==> src/rtl/packet_framer.sv <==
// rtl/packet_framer.sv - packet to UART frame serialiser: payload, sentinel, timestamp, optional length
module packet_framer #(
  parameter int         TS_BYTES      = 4,
  parameter int         LEN_BYTES     = 0,
  parameter logic [7:0] SENTINEL      = 8'h00,
  parameter logic [7:0] ESC           = 8'h7D,
  parameter bit         ESCAPE_ENABLE = 1'b1
) (
  input  logic                  clock,
  input  logic                  reset,
  input  logic [7:0]            packet_data,
  input  logic                  packet_valid,
  output logic                  packet_ready,
  input  logic                  packet_last,
  input  logic [TS_BYTES*8-1:0] clock_data,
  input  logic                  clock_valid,
  output logic                  clock_ready,
  output logic [7:0]            uart_data,
  output logic                  uart_valid,
  input  logic                  uart_ready,
  output logic                  frame_done
);

  localparam logic [2:0] ST_PACKET   = 3'd0;
  localparam logic [2:0] ST_ESCAPE   = 3'd1;
  localparam logic [2:0] ST_SENTINEL = 3'd2;
  localparam logic [2:0] ST_CLOCK    = 3'd3;
  localparam logic [2:0] ST_LENGTH   = 3'd4;

  // Counter keeps a byte of width even without a length field so the selects stay legal.
  localparam int         LW       = (LEN_BYTES > 0) ? LEN_BYTES * 8 : 8;
  localparam bit         HAS_LEN  = (LEN_BYTES > 0);
  localparam logic [2:0] TS_LAST  = 3'(TS_BYTES - 1);
  localparam logic [2:0] LEN_LAST = 3'((LEN_BYTES > 0) ? LEN_BYTES - 1 : 0);

  logic [2:0]    state;
  logic [2:0]    idx;
  logic [LW-1:0] len;
  logic          special;
  logic          xfer;
  logic          ts_last;
  logic          len_last;
  logic          count_byte;

  always_comb begin
    special      = ESCAPE_ENABLE && ((packet_data == SENTINEL) || (packet_data == ESC));
    ts_last      = (idx == TS_LAST);
    len_last     = (idx == LEN_LAST);
    uart_data    = packet_data;
    uart_valid   = 1'b0;
    packet_ready = 1'b0;
    case (state)
      ST_PACKET: begin
        uart_valid = packet_valid;
        if (special) uart_data = ESC;
        else         packet_ready = uart_ready;
      end
      ST_ESCAPE: begin
        uart_data    = packet_data ^ 8'h20;
        uart_valid   = packet_valid;
        packet_ready = uart_ready;
      end
      ST_SENTINEL: begin
        uart_data  = SENTINEL;
        uart_valid = 1'b1;
      end
      ST_CLOCK: begin
        uart_data  = clock_data[{TS_LAST - idx, 3'b000} +: 8];
        uart_valid = clock_valid;
      end
      ST_LENGTH: begin
        uart_data  = len[{LEN_LAST - idx, 3'b000} +: 8];
        uart_valid = 1'b1;
      end
      default: ;
    endcase
    if (reset) begin
      uart_valid   = 1'b0;
      packet_ready = 1'b0;
    end
    // Every strobe below derives from xfer, so reset silences them all.
    xfer        = uart_valid && uart_ready;
    clock_ready = xfer && (state == ST_CLOCK) && ts_last;
    frame_done  = xfer && (((state == ST_CLOCK) && ts_last && !HAS_LEN) ||
                           ((state == ST_LENGTH) && len_last));
    count_byte  = xfer && (((state == ST_PACKET) && !special) || (state == ST_ESCAPE));
  end

  always_ff @(posedge clock) begin
    if (reset) begin
      state <= ST_PACKET;
      idx   <= 3'd0;
      len   <= '0;
    end else begin
      if (count_byte && (len != '1)) len <= len + LW'(1);
      if (frame_done) len <= '0;
      case (state)
        ST_PACKET: if (xfer) begin
          if (special)          state <= ST_ESCAPE;
          else if (packet_last) state <= ST_SENTINEL;
        end
        ST_ESCAPE: if (xfer) state <= packet_last ? ST_SENTINEL : ST_PACKET;
        ST_SENTINEL: if (xfer) begin
          state <= ST_CLOCK;
          idx   <= 3'd0;
        end
        ST_CLOCK: if (xfer) begin
          if (ts_last) begin
            idx   <= 3'd0;
            state <= HAS_LEN ? ST_LENGTH : ST_PACKET;
          end else begin
            idx <= idx + 3'd1;
          end
        end
        ST_LENGTH: if (xfer) begin
          if (len_last) begin
            idx   <= 3'd0;
            state <= ST_PACKET;
          end else begin
            idx <= idx + 3'd1;
          end
        end
        default: state <= ST_PACKET;
      endcase
    end
  end

endmodule

==> config.mk <==
export PLATFORM = sky130hd
export DESIGN_NAME = packet_framer
export DESIGN_NICKNAME = d
export VERILOG_FILES = /design/src/rtl/packet_framer.sv
export SDC_FILE = /design/constraint.sdc
export NUM_CORES = 1
export LEC_CHECK = 0
export ABC_AREA = 1
export ABC_CLOCK_PERIOD_IN_PS = 1900
export CORE_UTILIZATION = 35
export CTS_BUF_LIST = sky130_fd_sc_hd__clkbuf_16
export CTS_CLUSTER_DIAMETER = 40
export DETAILED_ROUTE_END_ITERATION = 12
export PLACE_DENSITY = 0.76
export SYNTH_ARGS = -nofsm -noshare
export SYNTH_HDL_FRONTEND = slang
export SYNTH_SLANG_ARGS = --single-unit
==> constraint.sdc <==
create_clock -name clock -period 1.9 [get_ports clock]
set_input_delay 0.57 -clock clock [delete_from_list [all_inputs] [get_ports clock]]
set_output_delay 0.57 -clock clock [all_outputs]
set_load 0.05 [all_outputs]
## Word level (Yosys, flattened, before mapping)

Index checks and enable logic that the tools add are counted.

| word-level totals | value |
|---|---|
| register bits | 14 |
| input port bits | 46 |
| output and inout bits | 12 |
| word-level logic and storage cells | 71 |

| cells by class | value |
|---|---|
| add/subtract/negate cells | 4 |
| equal/unequal tests | 15 |
| shift-type cells | 2 |
| multiplexer cells | 24 |
| bitwise logic cells | 1 |
| reduce and logical (&&, ||, !) cells | 22 |

Operators with widths:

| cell | count |
|---|---|
| two-way mux 3 bit | 14 |
| case mux 8 bit (5 select lines) | 1 |
| indexed part select 32 x 7 -> 8 bit | 1 |
| case mux 3 bit (5 select lines) | 1 |
| != test 2 bit (second input constant) | 7 |
| equality test 3 x 2 -> 1 bit (second input constant) | 3 |
| logical AND 1 bit | 9 |
| case mux 3 bit (3 select lines) | 1 |
| adder 8 x 1 -> 8 bit (second input constant) | 1 |
| equality test 8 x 7 -> 1 bit (second input constant) | 1 |
| logical NOT 8 bit | 1 |
| two-way mux 8 bit | 1 |
| != test 8 bit (second input constant) | 1 |
| AND reduction 8 bit | 1 |
| indexed part select 8 x 7 -> 8 bit | 1 |
| logical NOT 3 bit | 2 |
| OR reduction 2 bit | 3 |
| AND reduction 4 bit | 1 |
| adder 3 x 1 -> 3 bit (second input constant) | 1 |
| equality test 3 x 1 -> 1 bit (second input constant) | 1 |
| equality test 3 bit (second input constant) | 1 |
| logical OR 1 bit | 3 |
| two-way mux 1 bit | 3 |
| != test 3 bit (second input constant) | 1 |
| 8 further kinds | 8 |

## Longest topological paths before layout

Gate-level depths: netlist of run 1.

| logic depth | value |
|---|---|
| depth in word-level cells | 7 |
| gate-level depth with buffers | 9 |
| mapped depth without buffers | 9 |

## Worst setup path before layout of run 1

Ideal clock, no wire load.

| timing | value |
|---|---|
| kind | in2out |
| start | input clock_valid |
| end | output clock_ready |
| arrival | 1.994 ns |
| required time | 1.330 ns |
| path slack | -0.664 ns |
| stages | 6 |
| path buffers | 0 |
| cells stage by stage | inv_1 nand3_2 nand4_2 inv_2 nand2_2 nor3_1 |

| on the way | value |
|---|---|
| word-level cells in the longest chain between the ends | 5 |

Ends and longest elaborated chain:

| what | RTL line | text |
|---|---|---|
| start, declared | 16 | `input logic clock_valid,` |
| case mux 1 bit (3 select lines) | 52 | `case (state)` |
| two-way mux 1 bit | 77 | `if (reset) begin` |
| logical AND 1 bit | 82 | `xfer = uart_valid && uart_ready;` |
| logical AND 1 bit (2 in a row) | 83 | `clock_ready = xfer && (state == ST_CLOCK) && ts_last;` |
| end, declared | 17 | `output logic clock_ready,` |

Every way passes these cells.

## Final worst setup path of run 1

| timing | value |
|---|---|
| start | input packet_data[0] |
| end | output uart_data[6] |

| on the way | value |
|---|---|
| word-level cells in the longest chain between the ends | 4 |
| elaborated cells on any way between the ends | 5 |
| those cells by class | eq/ne: 1; mux: 2; reduce/logical: 2 |

Ends and longest elaborated chain:

| what | RTL line | text |
|---|---|---|
| start, declared | 11 | `input logic [7:0] packet_data,` |
| equality test 8 x 7 -> 1 bit or logical NOT 8 bit (tied branches) | 46 | `special = ESCAPE_ENABLE && ((packet_data == SENTINEL) \|\| (packet_data == ESC));` |
| logical OR 1 bit (*) | 46 |  |
| two-way mux 8 bit (*) | 55 | `if (special) uart_data = ESC;` |
| case mux 8 bit (5 select lines) (*) | 52 |  |
| end, declared | 18 | `output logic [7:0] uart_data,` |

Mark *: on every way between the ends. The rest lies on a longest branch, timed or not.

==> flow_summary.json, run 1 <==
{
  "yosysMostFrequentCell": "nand2_1",
  "ant_nets": 0,
  "antenna_found_initial": 0,
  "drive_gt1_share_pct": 50.8,
  "ir_drop_v": 0.000621,
  "cap_violations": 0,
  "area_growth_pct": 151,
  "synth_top_cell_area_share_pct": 14.5,
  "r2r_slack_ps": 420,
  "maxUsedRoutingLayer": "met4",
  "gp_congestion": 0.820,
  "drtPass1Iterations": 5,
  "rows": 17,
  "grt_overflow_total": 0,
  "rsz0062_at_grt": "yes",
  "nets": 292,
  "finalCriticalPeriod_ps": 2230,
  "numCtsBuffers": 3,
  "num_antenna_cells": 0,
  "critPathCaptureType": "output port",
  "cts_buffer_depth": 2,
  "r2r_start": "state[1]$_SDFFE_PP0P_",
  "grt_max_degree": 19,
  "criticalPathCategory": "in2out",
  "grt.total_usage_pct": 41.3,
  "die_x_um": 50.7,
  "tightestPinTransition_ps": 380,
  "die_area_mm2": 0.00257,
  "wl_per_cell_um": 19.6,
  "min_period_over_period_pct": 118,
  "relSlewSlack_pct": 74.6,
  "ys_top_cells_by_area": "nand2_1 (14%), nor2_1 (13%), dfxtp_1 (12%)",
  "vias": 1555,
  "cp.arrival_ps": 1660,
  "wl_met1_um": 1910,
  "synth-edff-count": 0,
  "clk_pin_slew_ps": 30,
  "syn_area_per_cell_um2": 5.57,
  "yosys.cell_types.count": 23,
  "cts.sink_count": 5,
  "cts_hold_buf": 0,
  "cts_tree": "yes",
  "synth_nets": 196,
  "die_h_um": 50.7,
  "hold_slack_ps": 621,
  "ctsRootBufferMaster": "clkbuf_16",
  "min_to": "state[0]$_SDFFE_PP0P_",
  "fmax_ghz": 0.448,
  "initial_core_util_pct": 37.1,
  "synth-seq-area-share_pct": 12.1,
  "hold_path.class": "reg2reg",
  "post-synth-top-area-cell": "nand2_1",
  "worst_slack_ps": -334,
  "synth_area_um2": 830,
  "fin_cells": 272,
  "power.density_mw_per_mm2": 412,
  "core_area_mm2": 0.00223,
  "via_per_inst": 5.72,
  "status": "complete, but fails checks",
  "io_buffers": 57,
  "synth_ff_type": "dfxtp_1",
  "min_path_cells": 4,
  "clock_latency_ps": 230,
  "clock_skew_ps": 2.75,
  "cellLeakagePower_nw": 0.997,
  "drc": 0,
  "dpl.hpwl_um": 2950,
  "setup_viol": 11,
  "grt_pass1_vias": 1571,
  "htreeDepth": 1,
  "synth_seq_cells": 5,
  "path_max_fanout": 6,
  "hp-start": "state[0]$_SDFFE_PP0P_",
  "violations": "setup timing",
  "wl_met3_um": 527,
  "yosysWarnings": 0,
  "critPathLaunchType": "primary input",
  "drt_iter0_markers": 82,
  "grt_pass1_wl_um": 7630,
  "ios": 58,
  "async_flop_share_pct": 0,
  "worst_ep_required_time_ps": 1330,
  "final_max_slew_viol_count": 0,
  "dp.cells": 259,
  "r2r_end": "idx[2]$_SDFFE_PP0P_",
  "ff2ff_path_depth": 8,
  "wl_um": 5340,
  "synthTopCellsByCount": "nand2_1 (32), nor2_1 (28), o21ai_0 (18)",
  "synth_cells": 149,
  "hold_violations": 0,
  "met2WireLength_um": 2610
}
-- metal layers --
| metal | vias up | track usage, % |
|---|---|---|
| met5 | - | 0 |
| met4 | 0 | 20.4 |
| met3 | 30 | 8.79 |
| met2 | 127 | 73.3 |
| met1 | 708 | 45.9 |
| li1 | 690 | - |
-- how the worst max path moves through the flow --
stage                              start           end  slack [ps]  depth (start not counted)
final                     packet_data[0]  uart_data[6]        -330                          9
after global routing      packet_data[2]  uart_data[6]        -350                         10
after CTS                 packet_data[2]  uart_data[5]        -330                         11
after detailed placement  packet_data[2]  uart_data[5]        -710                         10
after global placement    packet_data[2]  uart_data[2]        -610                         10
after floorplan           packet_data[2]  uart_data[0]        -100                          7
-- layout make-up --
| cell class | instances | area, um2 |
|---|---|---|
| clock inverters | 1 | 3.75 |
| fillers | 75 | 153 |
| multi-input cells | 122 | 785 |
| well taps | 28 | 35.0 |
| clock buffers | 3 | 75.1 |
| inverters | 17 | 101 |
| flip-flops and latches | 5 | 113 |
| repair buffers | 96 | 968 |
-- kinds of logic (layout without fill, tap and decap cells) --
| family | after synthesis | count (layout) | share of synthesized area, % |
|---|---|---|---|
| flip-flops | 5 | 5 | 12.1 |
| AO/OA/AOI/OAI | 39 | 39 | 27.1 |
| AND/OR/NAND/NOR | 82 | 82 | 47.2 |
| adder cells (fa/ha/maj) | 1 | 1 | 1.51 |
| buffers and inverters | 22 | 117 | 12.1 |
-- power by group --
part	leakage (nW)	internal [mW]	total, mW	switching [mW]
sequential	0.0433	0.105	0.110	0.00507
combinational	0.911	0.202	0.407	0.204
clock	0.0423	0.272	0.340	0.0674
-- per-stage QoR --
| step | instance area, um2 | utilization (%) | power (mW) | setup TNS (ps) | setup WS [ps] |
|---|---|---|---|---|---|
| final | 2080 | 93.2 | 0.857 | -2300 | -334 |
| after global routing | 2080 | 93.2 | 0.882 | -2660 | -351 |
| after CTS | 2040 | 91.4 | 0.853 | -2220 | -334 |
| after detailed placement | 1810 | 81.1 | 0.486 | -7030 | -713 |
| after global placement | 1810 | 81.1 | 0.477 | -6360 | -611 |
| after floorplan | 897 | - | 0.254 | -718 | -101 |
-- layout by cell type (no fill, tap or decap), types with 6 or more instances in the layout --
cell type      count
o21ai_1           14
nand2_2           10
dlygate4sd2_1     26
buf_6              9
o22ai_1            6
o211ai_1           6
clkbuf_16          9
buf_4             35
nand2_1           22
nor2_2             7
nand2_4            6
nor2_1            22
buf_12             6
buf_2              7
inv_2              7
-- worst max-delay path, cell delays in order --
cell	delay, ps
buf_2	130
inv_2	80
nand2_4	50
nor2_4	130
nand2_2	90
nand2_4	90
nand2_4	80
o211ai_1	200
clkbuf_16	250
-- state kept, by name, summed over array words and instances (netlist names) --
register and count:
idx 3, state 2
-- what timing repair did --
action | 4_1_cts | 5_1_grt
resized for setup | 143 | 24
pin swaps | 43 | 13
buffers inserted | 7 | 2
endpoints found under the setup margin | 12 | 12
No activity file was read; power rests on OpenSTA's default activity.
==> run 2, diff against run 1 <==
Settings changed: CORE_MARGIN from default to 2.
==> run 2 against run 1 <==
  * The flow now stops in 5_1_grt
  * Synthesized area stayed put
  * Synthesized cell count unchanged
==> flow_summary.json, run 2 <==
{
  "status": "aborted with a tool error",
  "stop_stage": "5_1_grt",
  "error": "[ERROR DPL-0038] Utilization greater than 100%, impossible to legalize",
  "worst_endpoint": "uart_data[6]",
  "syn_area_per_cell_um2": 5.57,
  "yosysWarnings": 0,
  "synth_top_cell_area_share_pct": 14.5,
  "die_h_um": 52.7,
  "rows": 17,
  "ys_top_cells_by_area": "nand2_1 (14%), nor2_1 (13%), dfxtp_1 (12%)",
  "numCtsBuffers": 3,
  "synth_cells": 149,
  "async_flop_share_pct": 0,
  "post-synth-top-area-cell": "nand2_1",
  "synth_area_um2": 830,
  "synthTopCellsByCount": "nand2_1 (32), nor2_1 (28), o21ai_0 (18)",
  "ios": 58,
  "cts.sink_count": 5,
  "synth_ff_type": "dfxtp_1",
  "dpl.hpwl_um": 2840,
  "gp_congestion": 0.844,
  "yosys.cell_types.count": 23,
  "timing.worst_endpoint.kind": "primary output",
  "cts_buffer_depth": 2,
  "yosysMostFrequentCell": "nand2_1",
  "synth-seq-area-share_pct": 12.1,
  "initial_core_util_pct": 37.1,
  "io_buffers": 57,
  "htreeDepth": 1,
  "ctsRootBufferMaster": "clkbuf_16",
  "synth-edff-count": 0,
  "die_x_um": 52.7,
  "synth_seq_cells": 5,
  "grt_max_degree": 19,
  "synth_nets": 196
}
run 2: cell families after synthesis:
family	share of synthesized area, %
and+or+nand+nor	47.2
buffers and inverters	12.1
DFF	12.1
adders and majority gates	1.51
AOI/OAI and AO/OA	27.1
run 2: stage by stage:
step           hold WS (ps)  instances  setup WS, ps  TNS, ps  instance area, um2
4_1_cts                 600        270          -296    -2000                2080
3_5_place_dp            622        257          -712    -7080                1810
3_3_place_gp            613        257          -649    -6500                1810
2_1_floorplan           556        149          -101     -718                 897
run 2: repair_timing:
| item | in CTS |
|---|---|
| endpoints found under the setup margin | 12 |
| hold buffers | 0 |
| buffers inserted | 9 |
| hold endpoints to repair | 0 |
| pin swaps | 47 |
| resized for setup | 145 |
==> run 3, diff against run 2 <==
Settings changed: CORE_AREA from default to 2 2 63 65, CORE_MARGIN 2 to default, CORE_UTILIZATION 35 to default, CTS_BUF_LIST sky130_fd_sc_hd__clkbuf_16 to default, CTS_CLUSTER_DIAMETER 40 to default, DIE_AREA from default to 0 0 65 67, PLACE_DENSITY 0.76 to default, PLACE_DENSITY_LB_ADDON from default to 0.15.
==> run 3 against run 2 <==
  * The flow now finishes, with violations (setup timing)
==> flow_summary.json, run 3 (synthesized netlist as in run 1, its figures left out) <==
{
  "status": "complete, but fails checks",
  "violations": "setup timing",
  "r2r_start": "idx[1]$_SDFFE_PP0P_",
  "tns_ps": -1720,
  "finalCriticalPeriod_ps": 2110,
  "rsz0062_at_grt": "yes",
  "top_register": "idx",
  "wl_per_cell_um": 13.7,
  "criticalPathCategory": "in2out",
  "hp-start": "idx[0]$_SDFFE_PP0P_",
  "vias": 1445,
  "reg_top3": "idx (3), state (2)",
  "dp.cells": 278,
  "cts_hold_buf": 0,
  "grt_max_degree": 19,
  "worst_slack_ps": -206,
  "clock_latency_ps": 220,
  "clock_skew_ps": 0.276,
  "setup_viol": 13,
  "fin_cells": 301,
  "path_max_fanout": 2,
  "final_common_cell": "buf_4",
  "final_design_area_no_fill_mm2": 0.00220,
  "cap_violations": 0,
  "finalPower_mw": 0.702,
  "gp_congestion": 0.866,
  "io_buffers": 57,
  "die_area_mm2": 0.00436,
  "dpl.hpwl_um": 2940,
  "min_period_over_period_pct": 111,
  "postPlaceCellArea_mm2": 0.00184,
  "r2r_end": "state[1]$_SDFFE_PP0P_",
  "hold_slack_ps": 613,
  "grt.total_usage_pct": 19.8,
  "ios": 58,
  "wl_um": 4130,
  "initial_core_util_pct": 23.0,
  "path_cells": "buf_6 > inv_12 > nand2_2 > nor2_2 > nand2_2 > nand2_4 > o21ai_2 > o211ai_1 > clkbuf_16",
  "pre_cts_ws_ps": -636,
  "fin_util_pct": 61.1,
  "grt_pass1_wl_um": 6640,
  "worst_ep_required_time_ps": 1330,
  "cts.sink_count": 5,
  "cts_buffer_depth": 2,
  "power.density_mw_per_mm2": 319,
  "relSlewSlack_pct": 79.4,
  "drc": 0,
  "drt_iter0_markers": 63,
  "tightestPinTransition_ps": 307,
  "hold_path.class": "reg2reg",
  "grt_pass1_vias": 1469,
  "numCtsBuffers": 3,
  "critPathCaptureType": "output port",
  "mostFrequentLayoutCells": "buf_4 (41), dlygate4sd2_1 (23), nand2_1 (22)",
  "final_max_slew_viol_count": 0,
  "min_to": "idx[0]$_SDFFE_PP0P_",
  "drive_gt1_share_pct": 54.8,
  "largest_reg_flops": 3,
  "die_h_um": 67,
  "cp.arrival_ps": 1540,
  "hold_violations": 0,
  "area_growth_pct": 165,
  "path_common_cell": "nand2_2",
  "clk_pin_slew_ps": 40,
  "drtPass1Iterations": 4,
  "rows": 22,
  "htreeDepth": 1,
  "fmax_ghz": 0.475,
  "cts_tree": "yes",
  "cellLeakagePower_nw": 1.03,
  "r2r_slack_ps": 500,
  "antenna_found_initial": 1,
  "ctsRootBufferMaster": "clkbuf_8",
  "critPathLaunchType": "primary input",
  "ant_nets": 0,
  "cp_slowest_stage_delay_ps": 230,
  "ff2ff_path_depth": 9,
  "crit_slowest_cell": "clkbuf_16",
  "grt_overflow_total": 0,
  "nets": 300,
  "min_path_cells": 2,
  "ir_drop_v": 0.000179,
  "via_per_inst": 4.80,
  "die_x_um": 65,
  "core_area_mm2": 0.00361
}
[run 3: worst max path at each step]
stage / slack [ps] / start / cells past startpoint / endpoint
floorplan: -100 / packet_data[2] / 7 / uart_data[0]
global placement: -610 / packet_data[6] / 10 / packet_ready
detailed placement: -640 / packet_data[2] / 9 / uart_data[3]
CTS: -290 / packet_data[2] / 10 / uart_data[3]
global route: -300 / packet_data[3] / 9 / uart_data[5]
finish: -210 / packet_data[2] / 9 / uart_data[5]
[run 3: layout make-up]
class	count	area [um2]
antenna	1	2.50
clock buffer	4	45.0
fill	327	1400
inverter	17	109
multi-input combinational	122	778
sequential	5	115
tap	48	60.1
timing repair buffer	104	1090
[run 3: where the power goes]
| part | switching [mW] | internal [mW] | leakage [nW] |
|---|---|---|---|
| Combinational | 0.182 | 0.208 | 0.960 |
| Sequential | 0.00465 | 0.104 | 0.0436 |
| Clock | 0.0586 | 0.145 | 0.0228 |
[run 3: timing repair]
action	4_1_cts	5_1_grt
buffers inserted	14	8
setup endpoints to repair	12	14
pin swaps	49	32
gates resized for setup	131	56
[run 3: layer usage]
metal | up-vias | wire length, um | track usage, %
met5 | - | 0 | 0
met2 | 55 | 2290 | 39.9
li1 | 699 | - | -
met3 | 13 | 213 | 3.72
met4 | 0 | 119 | 6.12
met1 | 678 | 1510 | 20.3
[run 3: critical path, delay by kind of cell]
kind,cells,cell delay (ps)
AND/OR/NAND/NOR,4,340
AO/OA/AOI/OAI,2,230
buffers and inverters,3,400
==> run 4, diff against run 3 <==
Settings changed: MAX_ROUTING_LAYER from default to met4, SLEW_MARGIN from default to 20.
==> run 4 against run 3 <==
  * The run still ends with setup timing left
  * Power about the same
  * Largest power group unchanged
  * Final cell count unchanged
  * First-iteration DRC count up 6.3%
  * Largest cell class unchanged
  * Routed wire length up 0.36%
  * Critical path type unchanged
==> flow_summary.json, run 4 (synthesized netlist as in run 1, its figures left out) <==
{
  "cp_slowest_stage_delay_ps": 230,
  "worst_ep_required_time_ps": 1330,
  "initial_core_util_pct": 23.0,
  "gp_congestion": 0.880,
  "postPlaceCellArea_mm2": 0.00184,
  "clock_skew_ps": 0.268,
  "critPathCaptureType": "output port",
  "tightestPinTransition_ps": 306,
  "area_growth_pct": 165,
  "relSlewSlack_pct": 79.5,
  "die_h_um": 67,
  "globalRouteMet3Util_pct": 3.21,
  "nets": 300,
  "setup_viol": 13,
  "grt_max_degree": 19,
  "final_design_area_no_fill_mm2": 0.00220,
  "largest_reg_flops": 3,
  "power.density_mw_per_mm2": 319,
  "critPathLaunchType": "primary input",
  "min_period_over_period_pct": 111,
  "grt.total_usage_pct": 20.3,
  "met1_usage_pct": 20.6,
  "critPathTopFamily": "buffers and inverters",
  "cellLeakagePower_nw": 1.03,
  "numCtsBuffers": 3,
  "cts_buffer_depth": 2,
  "final_max_slew_viol_count": 0,
  "clock_latency_ps": 220,
  "drt_iter0_markers": 67,
  "fin_cells": 301,
  "cp.arrival_ps": 1540,
  "rsz0062_at_grt": "yes",
  "path_max_fanout": 2,
  "via_per_inst": 4.78,
  "mostFrequentLayoutCells": "buf_4 (41), dlygate4sd2_1 (23), nand2_1 (22)",
  "antenna_found_initial": 1,
  "tns_ps": -1710,
  "ctsRootBufferMaster": "clkbuf_8",
  "ir_drop_v": 0.000179,
  "wl_um": 4140,
  "dp.cells": 278,
  "ant_nets": 0,
  "grt_pass1_vias": 1469,
  "drtPass1Iterations": 4,
  "hold_path.class": "reg2reg",
  "final_common_cell": "buf_4",
  "cap_violations": 0,
  "path_cells": "buf_6 > inv_12 > nand2_2 > nor2_2 > nand2_2 > nand2_4 > o21ai_2 > o211ai_1 > clkbuf_16",
  "die_x_um": 65,
  "criticalPathCategory": "in2out",
  "cts_tree": "yes",
  "drc": 0,
  "finalCriticalPeriod_ps": 2110,
  "grt_overflow_total": 0,
  "fmax_ghz": 0.475,
  "htreeDepth": 1,
  "cts.sink_count": 5,
  "core_area_mm2": 0.00361,
  "vias": 1440,
  "top_register": "idx",
  "clk_pin_slew_ps": 40,
  "drive_gt1_share_pct": 54.8,
  "crit_slowest_cell": "clkbuf_16",
  "grt.busiest_layer": "met2",
  "path_common_cell": "nand2_2",
  "violations": "setup timing",
  "status": "complete, but fails checks",
  "die_area_mm2": 0.00436,
  "io_buffers": 57,
  "pre_cts_ws_ps": -636,
  "grt_pass1_wl_um": 6640,
  "reg_top3": "idx (3), state (2)",
  "path_buf_inv": 3,
  "wl_per_cell_um": 13.8,
  "ios": 58,
  "dpl.hpwl_um": 2940,
  "rows": 22,
  "worst_slack_ps": -205,
  "hold_violations": 0,
  "grt_use_met2_pct": 39.9
}
-- run 4: through the flow --
step | hold WS (ps) | power, mW | util [%]
after global routing | 652 | 0.741 | 61.1
after detailed placement | 658 | 0.481 | 51.1
after global placement | 638 | 0.476 | 51.1
after floorplan | 556 | 0.254 | -
final | 610 | 0.702 | 61.1
after CTS | 609 | 0.705 | 57.1
-- run 4: layout make-up --
type	instances	area [um2]
Antenna cell	1	2.50
Fill cell	327	1400
Inverter	17	109
Timing Repair Buffer	104	1090
Sequential cell	5	115
Clock buffer	4	45.0
Multi-Input combinational cell	122	778
Tap cell	48	60.1
-- run 4: worst paths after layout --
check                             start               endpoint  slack [ps]  cells after the start
setup / recovery         packet_data[2]           uart_data[5]        -210                      9
hold / removal    state[0]$_SDFFE_PP0P_  state[0]$_SDFFE_PP0P_         610                      4
setup reg to reg    idx[1]$_SDFFE_PP0P_  state[1]$_SDFFE_PP0P_         490                      9
hold reg to reg   state[0]$_SDFFE_PP0P_  state[0]$_SDFFE_PP0P_         610                      4
-- run 4: metal layers --
layer | part of all wire (%) | up-vias
met5 | 0 | -
met4 | 2.9 | 0
met3 | 5.3 | 13
met2 | 55 | 62
met1 | 37 | 665
li1 | - | 700
-- run 4: tightest hold or removal path, cell delays in order (launching register included) --
cell and delay, ps:
dfxtp_4 360, inv_2 80, nand2_1 50, nand2_1 50, nor2_1 30
-- run 4: repair_timing --
item / 4_1_cts / 5_1_grt
setup buffers: 14 / 8
resized for setup: 131 / 56
hold buffers: 0 / 0
setup endpoints to repair: 12 / 14
pin swaps: 49 / 32
-- run 4: where the power goes --
part / switching (mW) / total, mW / internal (mW) / leakage [nW]
sequential: 0.00465 / 0.108 / 0.104 / 0.0436
clock: 0.0586 / 0.203 / 0.145 / 0.0228
combinational: 0.183 / 0.390 / 0.208 / 0.960
total: 0.246 / 0.702 / 0.456 / 1.03
